<file path="config.mk">
export PLATFORM = sky130hd
export DESIGN_NAME = i2c_scl_gen
export DESIGN_NICKNAME = d
export VERILOG_FILES = /design/src/rtl/i2c_scl_gen.sv
export SDC_FILE = /design/constraint.sdc
export NUM_CORES = 1
export LEC_CHECK = 0
export CORE_MARGIN = 2
export CORE_UTILIZATION = 58
export DETAILED_ROUTE_END_ITERATION = 10
export PLACE_DENSITY = 0.8
export SYNTH_ARGS = -nofsm -noshare
export SYNTH_HDL_FRONTEND = slang
export SYNTH_SLANG_ARGS = --single-unit
</file>
<file path="constraint.sdc">
create_clock -name ref_clk -period 3.1 [get_ports ref_clk]
set_input_delay 0.31 -clock ref_clk [delete_from_list [all_inputs] [get_ports ref_clk]]
set_output_delay 0.31 -clock ref_clk [all_outputs]
set_load 0.05 [all_outputs]
</file>
<file path="src/rtl/i2c_scl_gen.sv">
// i2c_scl_gen: I2C master SCL generator with clock-stretch detection, timeout and phase strobes.
module i2c_scl_gen #(
    parameter int CNT_W       = 16,
    parameter int STRETCH_MAX = 1000,
    parameter int TO_W        = 16
) (
    input  logic             ref_clk,
    input  logic             reset,
    input  logic             en,
    input  logic [CNT_W-1:0] div,
    input  logic             scl_in,
    output logic             scl_oe,
    output logic             fall_stb,
    output logic             chg_stb,
    output logic             rise_stb,
    output logic             smp_stb,
    output logic             busy,
    output logic             stretching,
    output logic             timeout_err
);
    typedef enum logic [1:0] {IDLE, LOW, STRETCH, HIGH} state_t;

    localparam logic [TO_W-1:0] TO_LAST = TO_W'(STRETCH_MAX - 1);

    state_t           state_q, state_d;
    logic [CNT_W-1:0] cnt_q, cnt_d, h_q, h_d;
    logic [TO_W-1:0]  st_q, st_d;
    logic             to_q, to_d;
    logic             s1_q, scl_sync_q;
    logic [CNT_W-1:0] h_eff, half;
    logic             last, stretch_to;

    assign h_eff      = (div < CNT_W'(2)) ? CNT_W'(2) : div;
    assign half       = h_q >> 1;
    assign last       = cnt_q == h_q - CNT_W'(1);
    assign stretch_to = (STRETCH_MAX != 0) && (st_q == TO_LAST) && !scl_sync_q;

    always_comb begin
        state_d = state_q;
        cnt_d   = cnt_q;
        h_d     = h_q;
        st_d    = st_q;
        to_d    = en ? to_q : 1'b0;
        case (state_q)
            IDLE: if (en && !to_q) begin
                state_d = LOW;
                cnt_d   = '0;
                h_d     = h_eff;
            end
            LOW: if (last) begin
                state_d = STRETCH;
                cnt_d   = '0;
                st_d    = '0;
            end else cnt_d = cnt_q + CNT_W'(1);
            STRETCH: if (scl_sync_q) state_d = HIGH;
            else if (stretch_to) begin
                state_d = IDLE;
                to_d    = 1'b1;
            end else if (st_q != '1) st_d = st_q + TO_W'(1);
            HIGH: if (last) begin
                cnt_d   = '0;
                state_d = en ? LOW : IDLE;
                h_d     = en ? h_eff : h_q;
            end else cnt_d = cnt_q + CNT_W'(1);
            default: state_d = IDLE;
        endcase
    end

    always_ff @(posedge ref_clk) begin
        if (!reset) begin
            state_q    <= IDLE;
            cnt_q      <= '0;
            h_q        <= CNT_W'(2);
            st_q       <= '0;
            to_q       <= 1'b0;
            s1_q       <= 1'b1;
            scl_sync_q <= 1'b1;
        end else begin
            state_q    <= state_d;
            cnt_q      <= cnt_d;
            h_q        <= h_d;
            st_q       <= st_d;
            to_q       <= to_d;
            s1_q       <= scl_in;
            scl_sync_q <= s1_q;
        end
    end

    assign scl_oe      = state_q == LOW;
    assign fall_stb    = state_q == LOW && cnt_q == '0;
    assign chg_stb     = state_q == LOW && cnt_q == half;
    assign rise_stb    = state_q == HIGH && cnt_q == '0;
    assign smp_stb     = state_q == HIGH && cnt_q == half;
    assign busy        = state_q != IDLE;
    assign stretching  = state_q == STRETCH;
    assign timeout_err = to_q;
endmodule

</file>
==> results by stage, run 1 <==
Timing:
- Derived from the worst setup path, the maximum achievable clock frequency is 342.9 MHz.
- For the pin with the worst max-slew slack, the measured transition is 1233 ps.
- The clock tree skew after final layout is 11.93 ps.
- The number of endpoints failing setup at the final stage is 0.
- Headroom to the max-slew limit came out at 0.1716.
- Dividing the final minimum period by the clock period gives 0.9406.
- The max-slew violation count is 0.
- The count of final hold-check violations is 0.
- The clock period could shrink to 2916 ps.

CTS:
- The clock passes through at most 2 buffers.
- The clock root buffer master is sky130_fd_sc_hd__clkbuf_8.
- After clock tree synthesis, the clock-pin slew on the worst setup and hold paths is 100 ps.
- The number of buffers created by CTS is 5.
- The insertion delay to the later sink of the worst-skew pair is 310 ps.
- The total of hold buffers inserted after clock tree synthesis is 0.
- The clock tree synthesis step divided the H-tree into 2 levels.
- The number of clock sinks is 53.
- The CTS tree is yes.

Power:
- The total design power is 0.001475 W.
- Dividing total power by cell area gives a power density of 401.1 mW/mm^2.
- The share of total power dissipated in combinational logic is 0.231.
- The net switching fraction of the power is 0.3144.
- The internal cell power is 0.001011 W.
- The part of the power in registers is 0.512.
- The net switching power of the design is 0.0004636 W.
- Summed over all cells, the static leakage comes to 1.405 nW.
- The largest vdd supply drop is 0.2413 mV.
- Of the total power, the clock network draws 0.258.

Synthesis:
- Among all flip-flop cells after synthesis, the most frequent one is sky130_fd_sc_hd__dfxtp_1.
- The fraction of post-synthesis cell area in the top cell type by area is 0.3230.
- Ranked by total cell area, the synthesized netlist is headed by sky130_fd_sc_hd__dfxtp_1, sky130_fd_sc_hd__xor2_1, sky130_fd_sc_hd__nand2_1, sky130_fd_sc_hd__nand3_1, sky130_fd_sc_hd__o21ai_1.
- In the synthesized netlist the async set-or-reset flop fraction comes to 0.
- The number of library cell types mapped by synthesis is 51.
- The commonest cells after synthesis are sky130_fd_sc_hd__nand2_1, sky130_fd_sc_hd__dfxtp_1, sky130_fd_sc_hd__nor2_1, sky130_fd_sc_hd__xor2_1, sky130_fd_sc_hd__nand3_1.
- The net count after synthesis is 454.
- After synthesis, the mean cell area works out to 7.638 um^2.
- The Yosys step of the flow raised 0 warnings.
- The cell count after synthesis is 430.
- For this run, the register share of the synthesized area comes to 0.3230.
- The synthesized design contains 0 enable-type register cells.
- By instance count, the leading cell after synthesis is sky130_fd_sc_hd__nand2_1.
- After synthesis the netlist holds a flip-flop and latch count of 53.
- Summing every instance area after synthesis gives 0.003284 mm^2.
- The biggest area consumer among synthesized cells is sky130_fd_sc_hd__dfxtp_1.

Place:
- The wire-length estimate of the detail-placed layout is 5.476 mm.
- The number of I/O port buffers is 27.
- The placed cell area is 0.003572 mm^2.
- The routability-driven placement congestion ratio is 0.8867.

Setup path:
- STA classifies the critical path startpoint as a flip-flop.
- The largest driver fanout on the critical path is 5.
- The type of the worst setup path is flip-flop to flip-flop.
- The required arrival time at the worst endpoint is 3340 ps.
- STA classifies the critical path endpoint as a flip-flop.
- Data on the critical path arrives at its endpoint at 3160 ps.

Floorplanning:
- The number of cell rows is 27.
- For this design the top-level I/O count stands at 28.
- The floorplan step set the die height to 79.25 um.
- The full die area is 0.006281 mm^2.
- The initial utilization of the core area, before any placement, comes to 0.6001.
- The area of the core is 0.005473 mm^2.
- The width of the chip is 79.25 um.

Worst hold path:
- The min-delay analysis places its worst path in the category flip-flop to flip-flop.

Routing:
- The first detailed-routing pass ran for 7 iterations.
- The average wire length per cell after detail routing is 14.19 um.
- Wires add up to 7.282 mm.
- For this run, design rule violations remaining after detail routing come to 0.
- The routed layout has 2,971 vias.
- The number of vias per cell is 5.791.
- The number of antenna-violating nets in the routed design is 0.
- In this run, the number of DRC markers left after iteration 0 of detailed routing was 140.

Flow run:
- Max-cap violations in this run came to 0.

Global route:
- Global routing finished with a remaining overflow of 0.
- The wire length of the first global-routing pass is 12.28 mm.
- The initial antenna violation count is 0.
- Entering global routing, the biggest net connects 46 pins.
- The number of global-route vias before repair is 2,626.
- The total routing resource utilization after global routing is 0.2426.

Layout:
- The utilization of the core after routing is 0.6717.
- From synthesis to final layout, the design area changed by 11.92%.
- 0 antenna diodes ended up in the layout.
- Once layout is done, the placed cells without fillers occupy 0.003676 mm^2.
- The net count of the finished layout is 464.
- The share of final-layout standard cells stronger than drive strength 1 is 0.07029.
- After filler insertion, the fill cell instance count of the layout stands at 493.

Status:
- The flow ran to the end, and the final reports show no timing, DRC or antenna violations.
==> cells in the final DEF, fill, tap and decap left out, drive strengths merged, types with 2 or more instances in the layout <==
cell type	n
o2111ai	3
nand2b	3
nor2	36
nor4	18
clkbuf	7
or3	4
nor3b	4
nor4b	4
xnor2	15
inv	11
o21ai	39
nor2b	3
nand3	32
a31oi	5
nand4	10
or2	3
o2bb2ai	2
and2	4
mux2i	4
nor3	11
and3	6
xor2	33
o311ai	7
nand2	56
a21oi	9
buf	11
a211o	2
clkdlybuf4s50	27
a21o	3
ha	4
dfxtp	53
==> cells by family (layout without fill, tap and decap cells) <==
kind of cell	count (synthesis)	in the layout	share of synthesized area
and+or+nand+nor	197	197	0.3093
AOI/OAI and AO/OA	77	77	0.1463
DFF	53	53	0.3230
xor gates and xnor gates	49	49	0.1352
buffers and inverters	46	57	0.05867
adders and majority gates	4	4	0.01524
muxes	4	4	0.01219
==> routing by layer <==
| layer | track usage | part of all wire |
|---|---|---|
| met1 | 0.3577 | 0.50 |
| met2 | 0.3703 | 0.44 |
| met3 | 0.03977 | 0.051 |
| met4 | 0.05690 | 0.012 |
| met5 | 0 | 0 |
==> power groups by stage <==
stage | combinational [W] | clock, W | sequential (W)
global route | 0.000375 | 0.000414 | 0.000759
global placement | 0.000330 | 0 | 0.000766
finish | 0.000340 | 0.000380 | 0.000754
detailed placement | 0.000334 | 0 | 0.000768
CTS | 0.000336 | 0.000388 | 0.000752
floorplan | 0.000267 | 0 | 0.000739
==> cell type report <==
cell class	count	area, um^2	area share
timing repair buffer	38	352.8	0.09598
inverter	11	41.29	0.01123
clock buffer	7	76.32	0.02076
tap	72	90.09	0.02451
multi-input combinational	331	2046	0.5565
clock inverter	1	7.507	0.002042
sequential	53	1062	0.2890
==> registers in the layout, indices dropped and copies added (netlist names) <==
name	cells
timeout_err	1
scl_sync_q	1
st_q	16
s1_q	1
h_q	16
state_q	2
cnt_q	16
==> worst max-delay path: stages (launching register included) <==
cell and delay, ps:
sky130_fd_sc_hd__dfxtp_1 390, sky130_fd_sc_hd__nor4_4 410, sky130_fd_sc_hd__nand3_2 190, sky130_fd_sc_hd__mux2i_1 150
sky130_fd_sc_hd__or3b_1 380, sky130_fd_sc_hd__a211o_1 370, sky130_fd_sc_hd__nor3_4 290, sky130_fd_sc_hd__o21ai_1 170
sky130_fd_sc_hd__or3_1 380, sky130_fd_sc_hd__a21oi_1 140
==> stage by stage <==
stage / instances / setup TNS [ps] / worst slack [ps] / hold WS, ps
detailed placement: 504 / 0 / 197.3 / 419.0
finish: 513 / 0 / 184.0 / 429.1
floorplan: 430 / 0 / 465.7 / 386.3
global placement: 504 / 0 / 271.2 / 389.3
global route: 513 / -31.32 / -22.96 / 461.4
CTS: 512 / 0 / 168.2 / 442.5
==> path summary, 6_finish.rpt <==
check                                  end  cells after the start  slack, ps  startpoint
worst max-delay path              st_q[14]                      9        180      h_q[6]
worst min-delay path            scl_sync_q                      1        430        s1_q
worst max register to register    st_q[14]                      9        180      h_q[6]
worst min register to register  scl_sync_q                      1        430        s1_q
==> repair_timing <==
item	4_1_cts	5_1_grt
endpoints found under the hold margin	0	0
buffers inserted	0	1
endpoints found under the setup margin	0	10
gates resized for setup	0	3
(Power assumes the default switching activity.)
==> run 2, diff against run 1 <==
- CORE_MARGIN: 2 -> 5
- CTS_CLUSTER_SIZE: unset -> 8
==> run 2 against run 1 <==
Against the previous run:
- flip-flop and latch count did not move
- clock power rose by 23%
- clock skew rose by 1.8 ps
- worst setup slack got worse by 2.1 ps
- power rose by 6.3%
- global-route usage fell by 4.2 points
- critical path type unchanged
- largest power group unchanged
- highest routed layer unchanged
==> results by stage, run 2 (synthesized netlist as in run 1, its figures left out) <==
Layout:
- The utilization of the core after routing is 0.6719 (was 0.6717).
- The final net count is 462 (was 464).
- Registers with the most flip-flops: cnt_q: 16 flops, h_q: 16 flops, st_q: 16 flops (unchanged).
- The commonest non-fill, non-tap cell in the layout is sky130_fd_sc_hd__nand2_1 (unchanged).
- The final non-filler cell total was 511 (was 513).
- The final standard cell area without fillers is 0.003700 mm^2 (was 0.003676 mm^2).
- The number of inserted filler cells in the final layout is 474 (was 493).
- Commonest cells after routing, fill and taps aside: sky130_fd_sc_hd__nand2_1, sky130_fd_sc_hd__dfxtp_1, sky130_fd_sc_hd__nor2_1 (unchanged).
- The share of final-layout standard cells stronger than drive strength 1 is 0.06834 (was 0.07029).
- The antenna diode count is 0 (unchanged).
- The post-synthesis to final-layout area growth is 12.65% (was 11.92%).

Power:
- The internal cell power is 0.001093 W (was 0.001011 W).
- The share of total power in the clock network was 0.299 (was 0.258).
- The net switching fraction of the power was 0.3029 (was 0.3144).
- The total power per unit cell area came to 423.6 mW/mm^2 (was 401.1 mW/mm^2).
- The largest vdd supply drop came to 0.2370 mV (was 0.2413 mV).
- The net switching power of the design is 0.0004747 W (was 0.0004636 W).
- The combinational share of power is 0.219 (was 0.231).
- The static leakage power is 1.418 nW (was 1.405 nW).
- The part of the power in registers was 0.481 (was 0.512).

Floorplanning:
- The effective utilization at floorplan is 0.5965 (was 0.6001).
- The number of cell rows is 27 (unchanged).
- The top-level port count is 28 (unchanged).
- The vertical die dimension is 85.25 um (was 79.25 um).
- The width of the chip is 85.25 um (was 79.25 um).
- The full die area came to 0.007268 mm^2 (was 0.006281 mm^2).
- The area of the core is 0.005507 mm^2 (was 0.005473 mm^2).

Routing:
- The number of vias per cell is 5.881 (was 5.791).
- The post-route DRC violation count came to 0 (unchanged).
- The final wirelength is 7.336 mm (was 7.282 mm).
- The number of antenna-violating nets in the routed design is 0 (unchanged).
- The overall via count from detail_route is 3,005 (was 2,971).
- The detailed router's first-iteration violation count came to 244 (was 140).
- The number of iterations in the first detailed-routing pass is 4 (was 7).
- The average wire length per cell after detail routing is 14.36 um (was 14.19 um).

Setup path:
- The critical path's slowest cell is sky130_fd_sc_hd__nor4_4 (unchanged).
- The library cell appearing most often on the critical path is sky130_fd_sc_hd__buf_4.
- The cell count along the critical path is 11 (was 9).
- The endpoint kind of the worst setup timing path is a flip-flop (unchanged).
- The critical path data arrival time was 3130 ps (was 3160 ps).
- The required arrival time at the worst endpoint is 3310 ps (was 3340 ps).
- The type of the worst setup path was flip-flop to flip-flop (unchanged).
- The path depth of the worst reg2reg path came to 11 (was 9).
- Cells along the critical path: nor4_4 > nand3_2 > mux2i_1 > or3b_1 > a211o_1 > nor3_4 > buf_4 > buf_4 > o21ai_1 > xor2_1 > nor2_1 (was nor4_4 > nand3_2 > mux2i_1 > or3b_1 > a211o_1 > nor3_4 > o21ai_1 > or3_1 > a21oi_1).
- The count of buffering cells on the critical path with inverters included came to 2 (was 0).
- The largest driver fanout on the critical path is 7 (was 5).
- The gate family responsible for the most delay along the worst path is simple AND/OR/NAND/NOR gates (unchanged).
- The startpoint type of the worst setup path is a flip-flop (unchanged).
- The largest stage delay on the critical path is 440 ps (was 410 ps).

Global route:
- The initial antenna violation count is 0 (unchanged).
- The remaining global-route overflow is 0 (unchanged).
- The largest net degree at the start of global routing was 37 (was 46).
- The total routing resource utilization after global routing was 0.2009 (was 0.2426).
- The number of global-route vias before repair was 2,578 (was 2,626).
- The wire length of the first global-routing pass is 12.05 mm (was 12.28 mm).

Timing:
- The number of endpoints failing setup at the final stage came to 0 (unchanged).
- Setup repair after global routing left no endpoint under its margin.
- The share of the cycle needed by the critical path after routing came to 0.9413 (was 0.9406).
- The setup TNS is 0 ps (unchanged).
- The pin slew with the least headroom to its limit came to 498.8 ps (was 1233 ps).
- The max-slew violation count was 0 (unchanged).
- The clock tree skew after final layout is 13.70 ps (was 11.93 ps).
- The count of final hold-check violations is 0 (unchanged).
- The minimum clock period came to 2918 ps (was 2916 ps).
- The normalized max-slew margin is 0.6664 (was 0.1716).
- The setup slack after layout is 182.0 ps (was 184.0 ps).
- The maximum operating frequency came to 342.7 MHz (was 342.9 MHz).

Worst hold path:
- The worst min-delay path class is flip-flop to flip-flop (unchanged).
- The worst hold path stage count is 1 (unchanged).

CTS:
- The level count of the clock H-tree was 2 (unchanged).
- The number of buffers created by CTS came to 5 (unchanged).
- The CTS tree is yes (unchanged).
- The clock slew seen by the registers of the worst setup and hold paths is 100 ps (about the same).
- The number of clock sinks is 53 (unchanged).
- The insertion delay to the later sink of the worst-skew pair came to 310 ps (about the same).
- The maximum number of buffers from clock root to sink was 2 (unchanged).
- The clock root buffer master is sky130_fd_sc_hd__clkbuf_8 (unchanged).
- The total of hold buffers inserted after clock tree synthesis is 0 (unchanged).

Place:
- The HPWL reported at the end of detailed placement is 5.570 mm (was 5.476 mm).
- The placed cell area came to 0.003557 mm^2 (was 0.003572 mm^2).
- The number of I/O port buffers is 27 (unchanged).
- The total instance count after detailed placement came to 502 (was 504).
- The worst setup timing slack at the placement stage is 151.1 ps (was 197.3 ps).
- The routability-driven placement congestion ratio is 0.9163 (was 0.8867).

Flow run:
- The max-capacitance violation count is 0 (unchanged).

Status:
- Status: complete, no violations (unchanged).
[run 2: repair_timing]
action                                  in CTS  in global routing
endpoints found under the setup margin       0                 36
resized for setup                            0                  4
setup buffers                                0                  1
hold endpoints to repair                     0                  0
[run 2: power by group through the flow]
stage                     logic [W]  clock network [W]  registers [W]
after floorplan            0.000267                  0       0.000739
after global placement     0.000327                  0       0.000767
after detailed placement   0.000333                  0       0.000769
after CTS                  0.000335           0.000479       0.000753
after global routing       0.000373           0.000509       0.000760
final                      0.000343           0.000469       0.000754
[run 2: through the flow]
step,total power (W),hold slack (ps)
6_report,0.001567,429.5
5_1_grt,0.001642,450.1
4_1_cts,0.001566,436.0
3_5_place_dp,0.001102,412.2
3_3_place_gp,0.001093,389.4
2_1_floorplan,0.001006,386.3
[run 2: worst paths after layout]
path,startpoint,end,slack (ps)
setup / recovery,h_q[3],st_q[13],180
hold / removal,s1_q,scl_sync_q,430
hold reg to reg,s1_q,scl_sync_q,430
setup reg to reg,h_q[3],st_q[13],180
[run 2: area by class of cell]
class	count	area (um^2)	share of cell area
inverter	11	41.29	0.01116
tap	72	90.09	0.02435
clock inverter	2	38.79	0.01048
clock buffer	6	72.57	0.01961
sequential	53	1061	0.2868
multi-input combinational	331	2058	0.5563
timing repair buffer	36	337.8	0.09131
[run 2: metal layers]
metal  part of all wire  global-route usage
met2               0.43              0.3023
met5                  0                   0
met4             0.0098             0.04892
met3              0.061             0.04563
met1               0.49              0.2898
